## src/rtl/axi4s_pkt_gen.sv

```systemverilog
// rtl/axi4s_pkt_gen.sv - AXI4-Stream packet generator, optional tail keep via AXIS_PKT_GEN_TAIL_EN
module axi4s_pkt_gen #(
  parameter int DATA_W = 32,
  parameter int ID_W   = 8,
  parameter int DEST_W = 2,
  parameter int NUM_CH = 4,
  parameter int LEN_W  = 8
) (
  input  logic                     ACLK,
  input  logic                     RST,
  input  logic                     START,
  input  logic                     EN,
  input  logic [1:0]               MODE,
  input  logic [LEN_W-1:0]         PKT_LEN,
  input  logic [15:0]              NUM_PKTS,
`ifdef AXIS_PKT_GEN_TAIL_EN
  input  logic [$clog2(DATA_W/8):0] TAIL_BYTES,
`endif
  output logic                     BUSY,
  output logic                     DONE,
  output logic                     TVALID,
  input  logic                     TREADY,
  output logic [DATA_W-1:0]        TDATA,
  output logic                     TLAST,
  output logic [DATA_W/8-1:0]      TKEEP,
  output logic [DATA_W/8-1:0]      TSTRB,
  output logic [ID_W-1:0]          TID,
  output logic [DEST_W-1:0]        TDEST
);

  localparam int KB = DATA_W / 8;

  typedef enum logic [1:0] {S_IDLE, S_SEND, S_FIN} state_t;

  state_t              state_q, state_d;
  logic                busy_q, busy_d;
  logic                done_q, done_d;
  logic                tvalid_q, tvalid_d;
  logic                tlast_q, tlast_d;
  logic [DATA_W-1:0]   tdata_q, tdata_d;
  logic [KB-1:0]       tkeep_q, tkeep_d;
  logic [ID_W-1:0]     tid_q, tid_d;
  logic [DEST_W-1:0]   tdest_q, tdest_d;
  logic [1:0]          mode_q, mode_d;
  logic [LEN_W-1:0]    len_q, len_d;
  logic [15:0]         npkts_q, npkts_d;
  logic [LEN_W-1:0]    beat_q, beat_d;
  logic [15:0]         pkt_q, pkt_d;
  logic [DEST_W-1:0]   ch_q, ch_d;
  logic                final_q, final_d;
  logic                armed_q, armed_d;
  logic [31:0]         lfsr_q, lfsr_d;
  logic [31:0]         cnt_q [NUM_CH];
  logic [31:0]         cnt_d [NUM_CH];
`ifdef AXIS_PKT_GEN_TAIL_EN
  logic [$clog2(KB):0] tail_q, tail_d;
  logic [$clog2(KB):0] cfg_tail;
`endif

  logic                in_idle;
  logic [1:0]          cfg_mode;
  logic [LEN_W-1:0]    cfg_len;
  logic [LEN_W-1:0]    len_eff;
  logic [15:0]         cfg_np;
  logic [LEN_W-1:0]    pos_beat;
  logic [15:0]         pos_pkt;
  logic [DEST_W-1:0]   pos_ch;
  logic                last_beat;
  logic                last_pkt;
  logic [31:0]         word;
  logic [DATA_W-1:0]   data_w;
  logic [KB-1:0]       keep_w;
  logic                fire;
  logic                issue;

  function automatic logic [31:0] lfsr_step(input logic [31:0] s);
    // Galois form of x^32+x^22+x^2+x+1, shifting right
    lfsr_step = (s >> 1) ^ (s[0] ? 32'h8020_0003 : 32'h0);
  endfunction

  function automatic logic [DATA_W-1:0] rep32(input logic [31:0] w);
    rep32 = '0;
    for (int i = 0; i < DATA_W; i++) rep32[i] = w[i % 32];
  endfunction

  // Field values of the beat that would be issued now; a START in IDLE issues from the live inputs
  always_comb begin
    in_idle   = (state_q == S_IDLE);
    cfg_mode  = in_idle ? MODE : mode_q;
    cfg_len   = in_idle ? PKT_LEN : len_q;
    cfg_np    = in_idle ? NUM_PKTS : npkts_q;
    pos_beat  = in_idle ? '0 : beat_q;
    pos_pkt   = in_idle ? '0 : pkt_q;
    pos_ch    = in_idle ? '0 : ch_q;
    len_eff   = (cfg_len == '0) ? LEN_W'(1) : cfg_len;
    last_beat = (pos_beat == len_eff - LEN_W'(1));
    last_pkt  = (cfg_np != 16'd0) && (pos_pkt == cfg_np - 16'd1);
    case (cfg_mode)
      2'b01:   word = lfsr_q;
      2'b10:   word = {8'(pos_ch), 8'(pos_pkt), 16'(pos_beat)};
      default: word = cnt_q[pos_ch];
    endcase
    data_w = rep32(word);
    keep_w = '1;
`ifdef AXIS_PKT_GEN_TAIL_EN
    cfg_tail = in_idle ? TAIL_BYTES : tail_q;
    if (last_beat && (cfg_tail != '0) && (int'(cfg_tail) < KB)) begin
      for (int i = 0; i < KB; i++) begin
        keep_w[i] = (i < int'(cfg_tail));
        data_w[8*i +: 8] = data_w[8*i +: 8] & {8{keep_w[i]}};
      end
    end
`endif
  end

  // Next-state: run control, beat issue under backpressure, counter advance
  always_comb begin
    state_d  = state_q;
    busy_d   = busy_q;
    done_d   = 1'b0;
    tvalid_d = tvalid_q;
    tlast_d  = tlast_q;
    tdata_d  = tdata_q;
    tkeep_d  = tkeep_q;
    tid_d    = tid_q;
    tdest_d  = tdest_q;
    mode_d   = mode_q;
    len_d    = len_q;
    npkts_d  = npkts_q;
    beat_d   = beat_q;
    pkt_d    = pkt_q;
    ch_d     = ch_q;
    final_d  = final_q;
    armed_d  = 1'b1;
    lfsr_d   = lfsr_q;
    cnt_d    = cnt_q;
`ifdef AXIS_PKT_GEN_TAIL_EN
    tail_d   = tail_q;
`endif
    fire  = tvalid_q && TREADY;
    issue = 1'b0;
    case (state_q)
      S_IDLE: begin
        if (START && armed_q) begin
          mode_d  = MODE;
          len_d   = PKT_LEN;
          npkts_d = NUM_PKTS;
`ifdef AXIS_PKT_GEN_TAIL_EN
          tail_d  = TAIL_BYTES;
`endif
          busy_d  = 1'b1;
          state_d = S_SEND;
          beat_d  = '0;
          pkt_d   = '0;
          ch_d    = '0;
          final_d = 1'b0;
          issue   = EN;
        end
      end
      S_SEND: begin
        if (fire) tvalid_d = 1'b0;
        if (fire && final_q) state_d = S_FIN;
        else if (EN && !final_q && (!tvalid_q || fire)) issue = 1'b1;
      end
      S_FIN: begin
        done_d  = 1'b1;
        busy_d  = 1'b0;
        state_d = S_IDLE;
      end
      default: state_d = S_IDLE;
    endcase
    if (issue) begin
      tvalid_d = 1'b1;
      tlast_d  = last_beat;
      tdata_d  = data_w;
      tkeep_d  = keep_w;
      tid_d    = ID_W'(pos_pkt);
      tdest_d  = pos_ch;
      final_d  = last_beat && last_pkt;
      lfsr_d   = lfsr_step(lfsr_q);
      cnt_d[pos_ch] = cnt_q[pos_ch] + 32'd1;
      if (last_beat) begin
        beat_d = '0;
        pkt_d  = pos_pkt + 16'd1;
        ch_d   = (pos_ch == DEST_W'(NUM_CH - 1)) ? '0 : pos_ch + DEST_W'(1);
      end else begin
        beat_d = pos_beat + LEN_W'(1);
        pkt_d  = pos_pkt;
        ch_d   = pos_ch;
      end
    end
  end

  // State and registered outputs
  always_ff @(posedge ACLK or posedge RST) begin
    if (RST) begin
      state_q  <= S_IDLE;
      busy_q   <= 1'b0;
      done_q   <= 1'b0;
      tvalid_q <= 1'b0;
      tlast_q  <= 1'b0;
      tdata_q  <= '0;
      tkeep_q  <= '0;
      tid_q    <= '0;
      tdest_q  <= '0;
      mode_q   <= '0;
      len_q    <= '0;
      npkts_q  <= '0;
      beat_q   <= '0;
      pkt_q    <= '0;
      ch_q     <= '0;
      final_q  <= 1'b0;
      armed_q  <= 1'b0;
      lfsr_q   <= 32'hFFFF_FFFF;
      for (int i = 0; i < NUM_CH; i++) cnt_q[i] <= '0;
`ifdef AXIS_PKT_GEN_TAIL_EN
      tail_q   <= '0;
`endif
    end else begin
      state_q  <= state_d;
      busy_q   <= busy_d;
      done_q   <= done_d;
      tvalid_q <= tvalid_d;
      tlast_q  <= tlast_d;
      tdata_q  <= tdata_d;
      tkeep_q  <= tkeep_d;
      tid_q    <= tid_d;
      tdest_q  <= tdest_d;
      mode_q   <= mode_d;
      len_q    <= len_d;
      npkts_q  <= npkts_d;
      beat_q   <= beat_d;
      pkt_q    <= pkt_d;
      ch_q     <= ch_d;
      final_q  <= final_d;
      armed_q  <= armed_d;
      lfsr_q   <= lfsr_d;
      cnt_q    <= cnt_d;
`ifdef AXIS_PKT_GEN_TAIL_EN
      tail_q   <= tail_d;
`endif
    end
  end

  assign BUSY   = busy_q;
  assign DONE   = done_q;
  assign TVALID = tvalid_q;
  assign TLAST  = tlast_q;
  assign TDATA  = tdata_q;
  assign TKEEP  = tkeep_q;
  assign TSTRB  = tkeep_q;
  assign TID    = tid_q;
  assign TDEST  = tdest_q;

endmodule

```

## config.mk

```make
export PLATFORM = sky130hd
export DESIGN_NAME = axi4s_pkt_gen
export DESIGN_NICKNAME = d
export VERILOG_FILES = /design/src/rtl/axi4s_pkt_gen.sv
export SDC_FILE = /design/constraint.sdc
export NUM_CORES = 1
export LEC_CHECK = 0
export BUFFER_PORTS_ARGS = -buffer_cell sky130_fd_sc_hd__buf_2
export CORE_UTILIZATION = 40
export DETAILED_ROUTE_END_ITERATION = 12
export SLEW_MARGIN = 40
export SYNTH_ARGS = -nofsm -noshare
export SYNTH_HDL_FRONTEND = slang
export SYNTH_SLANG_ARGS = --single-unit
export TNS_END_PERCENT = 5
```

## constraint.sdc

```tcl
create_clock -name ACLK -period 25.9 [get_ports ACLK]
set_input_delay 5.18 -clock ACLK [delete_from_list [all_inputs] [get_ports ACLK]]
set_output_delay 5.18 -clock ACLK [all_outputs]
set_load 0.02 [all_outputs]
```

==> summary.md, run 1 <==
| Metric | Value |
|---|---|
| Outcome | `finished, final reports clean` |
| Largest net degree at the start of global routing | `114` |
| Worst Path Buf+Inv | `3` |
| Cells after synthesis | `1526` |
| Avg Cell Area, Syn | `8.976 um^2` |
| Worst slew pin tran | `731.2 ps` |
| RSZ-0062 raised after global routing | `false` |
| Crit path max-delay cell type | `or4_1` |
| Chip width | `187.1 um` |
| Area growth, synth to finish | `11.99%` |
| Worst setup startpoint | `PKT_LEN[5]` |
| Lkg Pwr | `6.868 nW` |
| Rows | `67` |
| Min-delay worst type | `reg -> reg` |
| Final core utilization | `0.4564` |
| Design Area, Final | `15340 um^2` |
| Worst vdd ir | `0.00005161 V` |
| HPWL Detailed | `24.27 mm` |
| # diodes | `0` |
| Clock sinks | `263` |
| Synth cell types | `83` |
| Crit path cell chain | `buf_2, or4_1, o32a_1, o311ai_2, inv_1, ha_1, xnor2_1, xnor2_1, o31ai_1, nand3_1, a211oi_4, buf_4, and2_1, a221o_1` |
| Arr. time, crit path | `8650 ps` |
| Synth warnings | `0` |
| Hold Path End | `lfsr_q[8]` |
| Full die area | `34990 um^2` |
| DP Area | `14350 um^2` |
| Worst reg2reg setup slack | `21560 ps` |
| Reg2reg start | `state_q[1]` |
| Pre-CTS setup slack | `17240 ps` |
| Post-synth EDFFs | `0` |
| Area of the core | `33620 um^2` |
| Pwr Density | `96.53 nW/um^2` |
| Final Hold Fails | `0` |
| Synth Register Bits | `263` |
| Port buffer count | `84` |
| RePlAce Congestion | `0.8551` |
| CP max stage delay | `500 ps` |
| Final WS setup | `17730 ps` |
| Post-CTS Setup Repair Bufs | `0` |
| Tot GR Track Use | `0.2150` |
| Setup Viol. Count Final | `0` |
| Post-Syn Nets | `1568` |
| Final #Nets | `1589` |
| CP Max Fanout | `32` |
| WP data required | `26380 ps` |
| Worst Reg2Reg Path Length in Cells | `14` |
| Max-Cap Viols | `0` |
| Number of global-route vias before repair | `10905` |
| Post-detailed-route wirelength per cell | `18.46 um` |
| Vias | `11176` |
| Die H | `187.1 um` |
| Initial DRC Count | `883` |
| Post-cts sizing count | `0` |
| Hold depth | `2` |
| ANT nets after route | `0` |
| CTS tree | `yes` |
| CP endpoint kind | `flop` |
| Register area share after synthesis | `0.4834` |
| Initial antenna violation count | `0` |
| CTS H-Tree Depth | `1` |
| Layout cells sized above 1 | `0.1582` |
| DRT Pass-1 Iters | `5` |
| Initial core utilization | `0.4075` |
| Cts bufs inserted | `29` |
| Final Skew | `15.46 ps` |
| Final worst path period share | `0.3154` |
| Commonest non-fill, non-tap cell in the layout | `nand2_1` |
| Top FF cell, synth | `dfrtp_1` |
| Register clock-pin slew on the reported worst setup and hold paths | `60 ps` |
| CP top delay family | `compound AO/OA/AOI/OAI gates` |
| Hold_sp | `lfsr_q[9]` |
| Setup TNS Final | `0 ps` |
| Post-synthesis async set-or-reset flop share | `1.000` |
| GRT overflow | `0` |
| Slew headroom | `0.5088` |
| # IOs | `85` |
| Most frequent cells in the layout | `nand2_1 (285), dfrtp_1 (230), nor2_1 (188), a21oi_1 (163), buf_2 (84)` |
| Routed vias/inst | `5.544` |
| # hold bufs at CTS | `0` |
| Slew Viols, Final | `0` |
| Fin crit period | `8170 ps` |
| Nature of the critical path startpoint | `primary input` |
| Mapped Area | `13700 um^2` |
| Routed WL | `37.21 mm` |
| First-pass GRT wire length | `60.73 mm` |
| Peak Freq | `0.1224 GHz` |
| CP most frequent cell | `xnor2_1` |
| Worst R2R End | `pkt_q[1]` |
| Crit Path Class | `in -> reg` |
| DR DRC count | `0` |
| Latest clock arrival within the worst-skew pair | `560 ps` |
| Overall power | `1.481 mW` |
| Clk root buf | `clkbuf_16` |
| Clock Path Buffers | `3` |
cells in the mapped netlist, types with 7 or more instances:
| master | instances | share of area |
|---|---|---|
| o221a_2 | 7 | 0.0058 |
| nor4_1 | 12 | 0.0055 |
| dfrtp_1 | 231 | 0.42 |
| mux2i_1 | 35 | 0.026 |
| buf_2 | 12 | 0.0044 |
| nand2_1 | 285 | 0.078 |
| xor2_1 | 18 | 0.012 |
| xnor2_1 | 55 | 0.035 |
| clkbuf_1 | 71 | 0.019 |
| and2_1 | 12 | 0.0055 |
| buf_1 | 16 | 0.0044 |
| a21oi_1 | 163 | 0.060 |
| a21o_1 | 15 | 0.0082 |
| nor2_1 | 189 | 0.052 |
| a22o_1 | 11 | 0.0070 |
| nand3_1 | 23 | 0.0084 |
| a221oi_1 | 17 | 0.011 |
| o21ai_0 | 40 | 0.015 |
| a211oi_1 | 13 | 0.0071 |
| mux2_2 | 15 | 0.012 |
| buf_4 | 11 | 0.0060 |
| dfstp_2 | 32 | 0.061 |
| nor3_1 | 32 | 0.012 |
| ha_1 | 11 | 0.010 |
| nand4_1 | 10 | 0.0046 |
| nor3b_1 | 7 | 0.0038 |
| a31oi_1 | 20 | 0.0091 |
| a31o_2 | 7 | 0.0045 |
| inv_1 | 14 | 0.0038 |
| a22oi_1 | 14 | 0.0077 |
| and3_1 | 16 | 0.0073 |
power by group:
group	internal [mW]	leakage [nW]	switching [mW]
sequential	0.485	3.30	0.0540
clock	0.249	0.483	0.172
combinational	0.181	3.09	0.340
worst min-delay path: stages, from the launching register on:
cell     delay [ps]
dfstp_2         370
nand2_1          50
nand2_1          40
worst max-delay path by stage:
stage / end / cells after the start
finish: pkt_q[1] / 14
global placement: pkt_q[5] / 14
CTS: pkt_q[1] / 14
global route: ch_q[1] / 14
detailed placement: pkt_q[1] / 14
floorplan: BUSY / 1
through the flow:
step	hold WS (ps)	instances
finish	459.5	2016
global route	480.7	2016
CTS	457.9	2015
detailed placement	455.0	1963
global placement	449.0	1963
floorplan	439.4	1526
per-layer routing:
metal	GRT usage	vias to the layer above	part of all wire
met4	0.06305	0	0.026
met3	0.02589	55	0.048
met2	0.3454	294	0.46
met5	0	-	0
li1	-	5355	-
met1	0.3047	5472	0.46
cell type report:
type / instances / area (um^2)
Sequential cell: 263 / 6623
Fill cell: 3244 / 18280
Timing Repair Buffer: 105 / 598.1
Clock inverter: 15 / 160.2
Multi-Input combinational cell: 1133 / 6525
Clock buffer: 37 / 805.8
Inverter: 15 / 68.82
Tap cell: 448 / 560.5
state kept, by name, indices dropped and copies added, names as in the netlist, 2 cells and up:
| signal | flops |
|---|---|
| beat_q | 8 |
| lfsr_q | 32 |
| TDATA | 32 |
| ch_q | 2 |
| cnt_q | 128 |
| npkts_q | 16 |
| TDEST | 2 |
| state_q | 2 |
| pkt_q | 16 |
| len_q | 8 |
| TID | 8 |
| mode_q | 2 |
cells by family after synthesis:
| group | count (synthesis) | share of synthesized area |
|---|---|---|
| simple gates | 636 | 0.2076 |
| compound gates | 362 | 0.1714 |
| flops | 263 | 0.4834 |
| buf+inv | 130 | 0.04275 |
| xor+xnor | 73 | 0.04667 |
| mux | 50 | 0.03791 |
| fa+ha+maj | 11 | 0.01005 |
| other cells | 1 | 0.0002738 |
No activity file was read; power rests on OpenSTA's default activity.
==> run 2, diff against run 1 <==
Clock period 25.9 ns to 7.25 ns, I/O delays scaled along.
==> run 2 against run 1 <==
Register-to-register slack got worse by 19000 ps. Die area unchanged. Critical path depth unchanged. Count of clock-buffer cells in the layout increased by 4. Combinational power rose to 3.6 times the previous value. Cell count increased by 0.25%. Sequential share of layout area shrank 0.25 points. Utilization grew 0.26 points. Critical path type is now reg -> reg. Largest cell class unchanged.
==> summary.md, run 2 (same netlist as run 1, synthesis figures left out) <==
| Metric | Value |
|---|---|
| Outcome | `finished, final reports clean` |
| HPWL Detailed | `24.79 mm` |
| Clock Path Buffers | `3` |
| Tot GR Track Use | `0.2133` |
| Peak Freq | `0.2091 GHz` |
| GRT overflow | `0` |
| Gr busiest metal | `met2` |
| Biggest register | `cnt_q` |
| Non-Filler Instances | `2021` |
| DR DRC count | `0` |
| Rows | `67` |
| Final Hold Fails | `0` |
| # diodes | `0` |
| Worst vdd ir | `0.0001776 V` |
| Global-route track usage on met1 | `0.2984` |
| Most frequent cells in the layout | `nand2_1 (285), dfrtp_1 (231), nor2_1 (188), a21oi_1 (163), buf_2 (84)` |
| # placed instances | `1965` |
| DRT Pass-1 Iters | `5` |
| Fin crit period | `4781 ps` |
| First-pass GRT wire length | `60.38 mm` |
| Slew Viols, Final | `0` |
| Int Power | `3.325 mW` |
| Area of the core | `33620 um^2` |
| Hold depth | `2` |
| Setup Viol. Count Final | `0` |
| ANT nets after route | `0` |
| Post-CTS Setup Repair Bufs | `0` |
| CTS H-Tree Depth | `1` |
| Latest clock arrival within the worst-skew pair | `560 ps` |
| RePlAce Congestion | `0.8668` |
| CTS tree | `yes` |
| Psw | `2.045 mW` |
| RSZ-0062 raised after global routing | `false` |
| Setup TNS Final | `0 ps` |
| Vias | `11208` |
| Final worst path period share | `0.6595` |
| Crit path cell chain | `nor2_4, buf_4, o32a_1, o311ai_2, inv_1, ha_1, xnor2_1, xnor2_1, o31ai_1, nand3_1, a211oi_4, buf_4, and2_1, a221o_1` |
| Post-detailed-route wirelength per cell | `18.53 um` |
| Routed vias/inst | `5.546` |
| DP Area | `14380 um^2` |
| Area growth, synth to finish | `12.63%` |
| CP Max Fanout | `33` |
| Routed WL | `37.45 mm` |
| Die H | `187.1 um` |
| Number of global-route vias before repair | `10798` |
| Commonest non-fill, non-tap cell in the layout | `nand2_1` |
| Worst slew pin tran | `873.0 ps` |
| Power share of the clock group | `0.294` |
| Sequential power share | `0.360` |
| Slew headroom | `0.4180` |
| Final Skew | `10.15 ps` |
| Initial core utilization | `0.4075` |
| Worst R2R End | `ch_q[1]` |
| GR Util met3 | `0.02495` |
| Overall power | `5.370 mW` |
| Clk root buf | `clkbuf_16` |
| Crit Path Class | `reg -> reg` |
| Pwr Density | `348.1 nW/um^2` |
| Max-Cap Viols | `0` |
| Port buffer count | `84` |
| Design Area, Final | `15430 um^2` |
| Hold_sp | `TID[6]` |
| Met2 Track Usage GR | `0.3490` |
| # hold bufs at CTS | `0` |
| Initial antenna violation count | `0` |
| Layout cells sized above 1 | `0.1589` |
| Chip width | `187.1 um` |
| Combinational share of power | `0.346` |
| Full die area | `34990 um^2` |
| Hold Path End | `TID[6]` |
| Reg2reg start | `state_q[0]` |
| Initial DRC Count | `646` |
| Switching portion of total power | `0.3808` |
| # IOs | `85` |
| Worst reg2reg setup slack | `2470 ps` |
| Number of flip-flops in the largest register | `128` |
| Crit path max-delay cell type | `dfrtp_1` |
| Lkg Pwr | `6.897 nW` |
| Largest net degree at the start of global routing | `85` |
| Worst Reg2Reg Path Length in Cells | `14` |
| Register clock-pin slew on the reported worst setup and hold paths | `60 ps` |
| Nature of the critical path startpoint | `flop` |
| Clock sinks | `263` |
| Min-delay worst type | `reg -> reg` |
| Cts bufs inserted | `30` |
| Post-cts sizing count | `0` |
| Final hold slack | `460.6 ps` |
| Final #Nets | `1591` |
| Arr. time, crit path | `5270 ps` |
| CP endpoint kind | `flop` |
| CP max stage delay | `910 ps` |
| WP data required | `7740 ps` |
==> run 2: metrics by stage <==
stage          setup slack [ps]    util
2_1_floorplan              2357       -
6_report                   2469  0.4590
3_3_place_gp               2364  0.4270
3_5_place_dp               2294  0.4279
5_1_grt                    2205  0.4590
4_1_cts                    2537  0.4589
==> run 2: power by group through the flow <==
stage	logic (mW)	registers [mW]	clock network (mW)
global placement	1.82	1.95	0
global route	2.04	1.97	1.67
finish	1.86	1.93	1.58
floorplan	1.25	2.01	0
detailed placement	1.85	1.96	0
CTS	1.86	1.93	1.61
==> run 2: how the worst max path moves through the flow <==
stage | start | endpoint | slack [ps]
2_1_floorplan | RST | BUSY | 2360
3_3_place_gp | PKT_LEN[5] | pkt_q[1] | 2360
3_5_place_dp | PKT_LEN[5] | pkt_q[14] | 2290
4_1_cts | state_q[0] | ch_q[1] | 2540
5_1_grt | state_q[0] | ch_q[1] | 2200
6_report | state_q[0] | ch_q[1] | 2470
==> run 2: cell type report <==
class / instances / area (um^2)
clock buffer: 41 / 862.1
clock inverter: 15 / 178.9
fill: 3198 / 18190
inverter: 15 / 60.06
multi-input combinational: 1133 / 6524
sequential: 263 / 6621
tap: 448 / 560.5
timing repair buffer: 106 / 621.8
==> run 2: routing by layer <==
metal / wire [um] / up-vias
met2: 17580 / 252
li1: - / 5366
met1: 17500 / 5525
met5: 0 / -
met4: 848 / 0
met3: 1527 / 65
==> run 2: critical path, delay by kind of cell (launching register included) <==
kind,cells,cell delay (ps)
buffers and inverters,3,760
AND/OR/NAND/NOR,3,1010
flip-flops,1,910
XOR/XNOR,2,300
adder cells (fa/ha/maj),1,290
AO/OA/AOI/OAI,5,1390
